--- config.mk ---
export PLATFORM = sky130hd
export DESIGN_NAME = writeback
export DESIGN_NICKNAME = d
export VERILOG_FILES = /design/src/rtl/writeback.sv
export SDC_FILE = /design/constraint.sdc
export NUM_CORES = 1
export LEC_CHECK = 0
export ABC_AREA = 1
export BUFFER_PORTS_ARGS = -buffer_cell sky130_fd_sc_hd__buf_2
export CAP_MARGIN = 25
export CORE_ASPECT_RATIO = 1.75
export CORE_UTILIZATION = 25
export DETAILED_ROUTE_END_ITERATION = 12
export PLACE_DENSITY = 0.51
export SLEW_MARGIN = 10
export SYNTH_ARGS = -nofsm -noshare
export SYNTH_HDL_FRONTEND = slang
export SYNTH_SLANG_ARGS = --single-unit
--- constraint.sdc ---
create_clock -name clk -period 3.27 [get_ports clk]
set_clock_uncertainty 0.2 [all_clocks]
set_input_delay 0.8175 -clock clk [delete_from_list [all_inputs] [get_ports clk]]
set_output_delay 0.8175 -clock clk [all_outputs]
set_load 0.05 [all_outputs]
--- src/rtl/writeback.sv ---
// Writeback stage: retires one execute result per transaction by writing a
// register (optionally EDX as a second beat), or a memory word held until
// acknowledged, then merges the captured flags into the architectural EFLAGS.
//
// Ports:
//   clk, rst_n           clock, synchronous active-low reset
//   in_valid/in_ready    result handshake; in_ready is high only in IDLE
//   in_opc               command code, captured for trace only
//   in_res_lo/in_res_hi  result words; hi goes to EDX when in_wide is set
//   in_wide              request a second register beat to EDX
//   in_dst_kind          0 none, 1 register, 2 memory, 3 treated as none
//   in_dst_reg           destination register index
//   in_dst_addr          destination memory address
//   in_flags/in_flags_mask  flag values and the EFLAGS bits they update
//   reg_we/reg_waddr/reg_wdata  register-file write port
//   mem_req/mem_addr/mem_wdata/mem_ack  memory write request, held until ack
//   eflags               architectural EFLAGS (bit 1 always reads 1)
//   retire               one-cycle pulse per completed result
module writeback (
  input  logic        clk,
  input  logic        rst_n,
  input  logic        in_valid,
  output logic        in_ready,
  input  logic [5:0]  in_opc,
  input  logic [31:0] in_res_lo,
  input  logic [31:0] in_res_hi,
  input  logic        in_wide,
  input  logic [1:0]  in_dst_kind,
  input  logic [2:0]  in_dst_reg,
  input  logic [31:0] in_dst_addr,
  input  logic [31:0] in_flags,
  input  logic [31:0] in_flags_mask,
  output logic        reg_we,
  output logic [2:0]  reg_waddr,
  output logic [31:0] reg_wdata,
  output logic        mem_req,
  output logic [31:0] mem_addr,
  output logic [31:0] mem_wdata,
  input  logic        mem_ack,
  output logic [31:0] eflags,
  output logic        retire
);

  localparam logic [1:0]  KIND_NONE = 2'd0;
  localparam logic [1:0]  KIND_REG  = 2'd1;
  localparam logic [1:0]  KIND_MEM  = 2'd2;
  localparam logic [2:0]  REG_EDX   = 3'd2;
  localparam logic [31:0] EFLAGS_RSVD = 32'h0000_0002;

  typedef enum logic [1:0] {
    IDLE     = 2'd0,
    WR_LO    = 2'd1,
    WR_HI    = 2'd2,
    MEM_WAIT = 2'd3
  } state_t;

  state_t      state;
  state_t      state_nxt;

  logic [5:0]  opc;
  logic [31:0] res_lo;
  logic [31:0] res_hi;
  logic        wide;
  logic [1:0]  dst_kind;
  logic [2:0]  dst_reg;
  logic [31:0] dst_addr;
  logic [31:0] flags;
  logic [31:0] flags_mask;
  logic [31:0] eflags_r;

  logic        accept;
  logic        retire_raw;

  // The opcode is kept only so it is visible in the captured state for trace.
  logic        unused_opc;
  assign unused_opc = ^opc;

  assign accept = in_valid & in_ready;

  // State register and captured transaction fields.
  always_ff @(posedge clk) begin
    if (!rst_n) begin
      state      <= IDLE;
      opc        <= '0;
      res_lo     <= '0;
      res_hi     <= '0;
      wide       <= 1'b0;
      dst_kind   <= KIND_NONE;
      dst_reg    <= '0;
      dst_addr   <= '0;
      flags      <= '0;
      flags_mask <= '0;
      eflags_r   <= EFLAGS_RSVD;
    end else begin
      state <= state_nxt;
      if (accept) begin
        opc        <= in_opc;
        res_lo     <= in_res_lo;
        res_hi     <= in_res_hi;
        wide       <= in_wide;
        // Reserved kind is folded into "none" at capture time.
        dst_kind   <= (in_dst_kind == 2'd3) ? KIND_NONE : in_dst_kind;
        dst_reg    <= in_dst_reg;
        dst_addr   <= in_dst_addr;
        flags      <= in_flags;
        flags_mask <= in_flags_mask;
      end
      if (retire_raw) begin
        eflags_r <= (eflags_r & ~flags_mask) | (flags & flags_mask) | EFLAGS_RSVD;
      end
    end
  end

  // Next-state logic.
  always_comb begin
    state_nxt = state;
    case (state)
      IDLE: begin
        if (accept) begin
          state_nxt = (in_dst_kind == KIND_MEM) ? MEM_WAIT : WR_LO;
        end
      end
      WR_LO:    state_nxt = wide ? WR_HI : IDLE;
      WR_HI:    state_nxt = IDLE;
      MEM_WAIT: state_nxt = mem_ack ? IDLE : MEM_WAIT;
      default:  state_nxt = IDLE;
    endcase
  end

  // Output logic.
  always_comb begin
    in_ready   = 1'b0;
    reg_we     = 1'b0;
    reg_waddr  = dst_reg;
    reg_wdata  = res_lo;
    mem_req    = 1'b0;
    retire_raw = 1'b0;
    case (state)
      IDLE: in_ready = 1'b1;
      WR_LO: begin
        reg_we     = (dst_kind == KIND_REG);
        retire_raw = ~wide;
      end
      WR_HI: begin
        // EDX is written even when the low word had no destination.
        reg_we     = 1'b1;
        reg_waddr  = REG_EDX;
        reg_wdata  = res_hi;
        retire_raw = 1'b1;
      end
      MEM_WAIT: begin
        mem_req    = 1'b1;
        retire_raw = mem_ack;
      end
      default: ;
    endcase
  end

  // Address/data come straight from capture registers, so they cannot move
  // while the request waits for its acknowledge.
  assign mem_addr  = dst_addr;
  assign mem_wdata = res_lo;
  assign eflags    = eflags_r;
  // A reset edge abandons the operation, so the pulse is suppressed there.
  assign retire    = retire_raw & rst_n;

endmodule

==> impl_metrics.csv <==
group,metric,value,unit
worst_hold_path,hp-class,"reg2reg",
die,design.die.area,32600,sq um
sta,finalWorstSetupSlack,0.161,ns
power_and_ir_drop,power.share.combinational,0.382,
power_and_ir_drop,p_switching,3600,uW
logic_synthesis,ffs_w_async_s_r_synth,0,
routing,via_per_inst,4.35,
finish,finish.net_count,1546,
setup_path,critPathMaxFanout,18,
placement,dpl.hpwl,16400,microns
setup_path,worstPathCellList,"inv_1 -> ha_1 -> inv_4 -> buf_4 -> nand2_1 -> nand2_1 -> buf_2",
sta,tightest_slew,0.807,ns
sta,rel_slew_slack,0.462,
worst_hold_path,worstHoldEndpoint,"flags[22]",
setup_path,depth_of_the_most_critical_reg_to_reg_path,7,
logic_synthesis,netlist_instances,1114,
setup_path,cpMaxStageDelayCell,"dfxtp_1",
setup_path,critPathRequiredTime,2.25,ns
setup_path,crit_arrival,2.09,ns
grt,grt_first_pass_wirelength,37800,microns
grt,global_route.usage.met2,0.273,
logic_synthesis,synth.area.top_cells,"dfxtp_1 50%, nor2_1 14%, o21ai_0 10%, nand2_1 7.9%, inv_1 4.8%",
die,die_width,137,microns
logic_synthesis,synth_cell_types,24,
sta,min_period,3.11,ns
finish,final-seq-area,3940,sq um
power_and_ir_drop,cell_internal_pwr,4680,uW
logic_synthesis,postSynthRegisterBits,197,
grt,via_count_of_the_first_global_routing_pass,7158,
logic_synthesis,synthMostInstantiatedCell,"nor2_1",
logic_synthesis,synth_area_per_cell,7.14,sq um
sta,unrepaired_setup_endpoints_after_global_routing,"false",
routing,dr.pass1.iters,5,
logic_synthesis,netlist.top_cell.by_area,"dfxtp_1",
cts,postCtsSetupRepairBufs,0,
placement,placement.setup.worst_slack,0.559,ns
die,ios,311,
sta,post-route-period-util,0.951,
routing,violation_count_after_the_first_detailed_routing_iteration,370,
setup_path,cp_slowest_stage_delay,0.38,ns
cts,tritoncts_clock_tree,"yes",
cts,numClockSinks,197,
grt,grt.overflow.total,0,
finish,multi_input_area,3220,sq um
cts,worst_skew_late_latency,0.44,ns
setup_path,critPathLaunchType,"flop",
placement,gp_congestion,0.770,
sta,final-max-slew-violation-count,0,
routing,routed_wl,24700,microns
logic_synthesis,yosys_warnings,0,
outcome,outcome,"completed",
setup_path,worst_r2r_startpoint,"state[0]",
finish,syn2layout_area_growth,28.7,%
setup_path,endpoint_kind,"output pin",
sta,final-setup-viol-count,0,
logic_synthesis,postSynthNetCount,1295,
die,placeableCoreArea,31400,sq um
logic_synthesis,edff_count_synth,0,
setup_path,timing_worst_setup_path_type,"reg2out",
cts,ctsLongestPathBuffers,2,
worst_hold_path,min_delay_path_depth,2,
routing,antenna_left,0,
sta,max_freq,322,MHz
placement,count_of_input_and_output_buffers,301,
die,floorplan.rows,86,
sta,report.final.hold_viol_count,0,
grt,grt_busiest_layer,"met2",
routing,detail_route.drc_violations,0,
power_and_ir_drop,switching_share,0.435,
routing,detailroute.via_count,7723,
die,die-height,238,microns
setup_path,timing.rr.end,"flags_mask[5]",
power_and_ir_drop,cellLeakagePower,0.00492,uW
cts,cts_made_buffers,17,
sta,final.setup.tns,0,ns
setup_path,reg2reg_setup_slack,1.00,ns
logic_synthesis,yosys.area.top_type_share,0.496,
grt,grt_max_degree,198,
power_and_ir_drop,p_clk_frac,0.245,
cts,cts_root_buf,"clkbuf_16",
grt,grt.met1_usage,0.165,
logic_synthesis,ys.flop_type,"dfxtp_1",
power_and_ir_drop,ir_worst_vdd,0.386,mV
setup_path,critPathMostFrequentCell,"nand2_1",
logic_synthesis,yosysSeqAreaShare,0.496,
power_and_ir_drop,power.density,810,nW/um^2
grt,gr-usage-met3,0.0355,
cts,clk_transition_reported_paths,0.07,ns
routing,wl_per_cell,13.9,microns
cts,hold_buffers,0,
cts,clock_tree.htree_level_count,4,
logic_synthesis,synth_top_cells_by_count,"290 x nor2_1, 197 x dfxtp_1, 167 x nand2_1",
job,drv_cap,0,
grt,grt_util_all_layers,0.152,
logic_synthesis,post_synth_instance_area,7950,sq um
grt,number_of_antenna_violations_at_the_first_check_in_global_routing,7,
worst_hold_path,min_from,"flags[22]",
finish,fillCellCount,3488,
power_and_ir_drop,p_seq_frac,0.372,
finish,drive_above_1_share,0.249,
cts,ctsResizeCount,0,
die,initial_core_utilization,0.253,
==> worst max-delay path: cells and delay by family (launching register included) <==
kind | cells | cell delay [ns]
buf+inv | 4 | 0.84
flops | 1 | 0.38
fa+ha+maj | 1 | 0.24
simple gates | 2 | 0.17
==> worst max path at each step <==
stage / startpoint / end / depth (start not counted)
final: state[0] / reg_wdata[23] / 7
after global placement: mem_ack / retire / 6
after detailed placement: mem_ack / retire / 6
after floorplan: state[0] / retire / 6
after global routing: state[0] / reg_wdata[18] / 7
after CTS: state[0] / reg_wdata[24] / 7
==> power by group through the flow <==
stage | clock, uW | sequential, uW | combinational (uW)
after floorplan | 0 | 3750 | 1830
after global placement | 0 | 3130 | 3190
after detailed placement | 0 | 3150 | 3210
after CTS | 2130 | 3090 | 3220
after global routing | 2200 | 3150 | 3460
final | 2030 | 3080 | 3170
==> area by class of cell <==
| class | count | area share |
|---|---|---|
| diodes | 5 | 0.00122 |
| well taps | 396 | 0.0484 |
| flip-flops and latches | 197 | 0.386 |
| clock inverters | 8 | 0.00771 |
| inverters | 105 | 0.0390 |
| multi-input cells | 735 | 0.315 |
| clock buffers | 21 | 0.0450 |
| repair buffers | 309 | 0.158 |
==> per-stage QoR <==
step | hold slack (ns) | utilization | std cells | area [sq um] | total power [uW]
2_1_floorplan | 0.229 | - | 1114 | 7950 | 5580
3_3_place_gp | 0.241 | 0.308 | 1742 | 9680 | 6330
4_1_cts | 0.255 | 0.325 | 1771 | 10200 | 8430
5_1_grt | 0.280 | 0.326 | 1775 | 10200 | 8810
6_report | 0.255 | 0.326 | 1776 | 10200 | 8280
3_5_place_dp | 0.244 | 0.308 | 1742 | 9680 | 6360
==> cell usage in the layout (no fill, tap or decap), types with 17 or more instances in the layout <==
cell / count
clkbuf_16: 17
o21ai_0: 166
buf_2: 300
inv_1: 102
nand3_1: 31
nand2_1: 167
nor2_1: 290
dfxtp_1: 197
nand4_1: 31
a21oi_1: 38
==> layer usage <==
| layer | part of all wire | wire [microns] |
|---|---|---|
| met5 | 0.00053 | 13 |
| met4 | 0.026 | 646 |
| met3 | 0.043 | 1050 |
| met2 | 0.53 | 13100 |
| met1 | 0.40 | 9830 |
==> kinds of logic (layout without fill, tap and decap cells) <==
group / Yosys count / after routing / synth area share
flip-flops: 197 / 197 / 0.496
buffers and inverters: 182 / 443 / 0.101
adder cells (fa/ha/maj): 5 / 5 / 0.00787
AO/OA/AOI/OAI: 206 / 206 / 0.131
AND/OR/NAND/NOR: 523 / 523 / 0.264
other: 1 / 6 / 0.000472
Note: power is estimated with default switching activity, not from simulation.
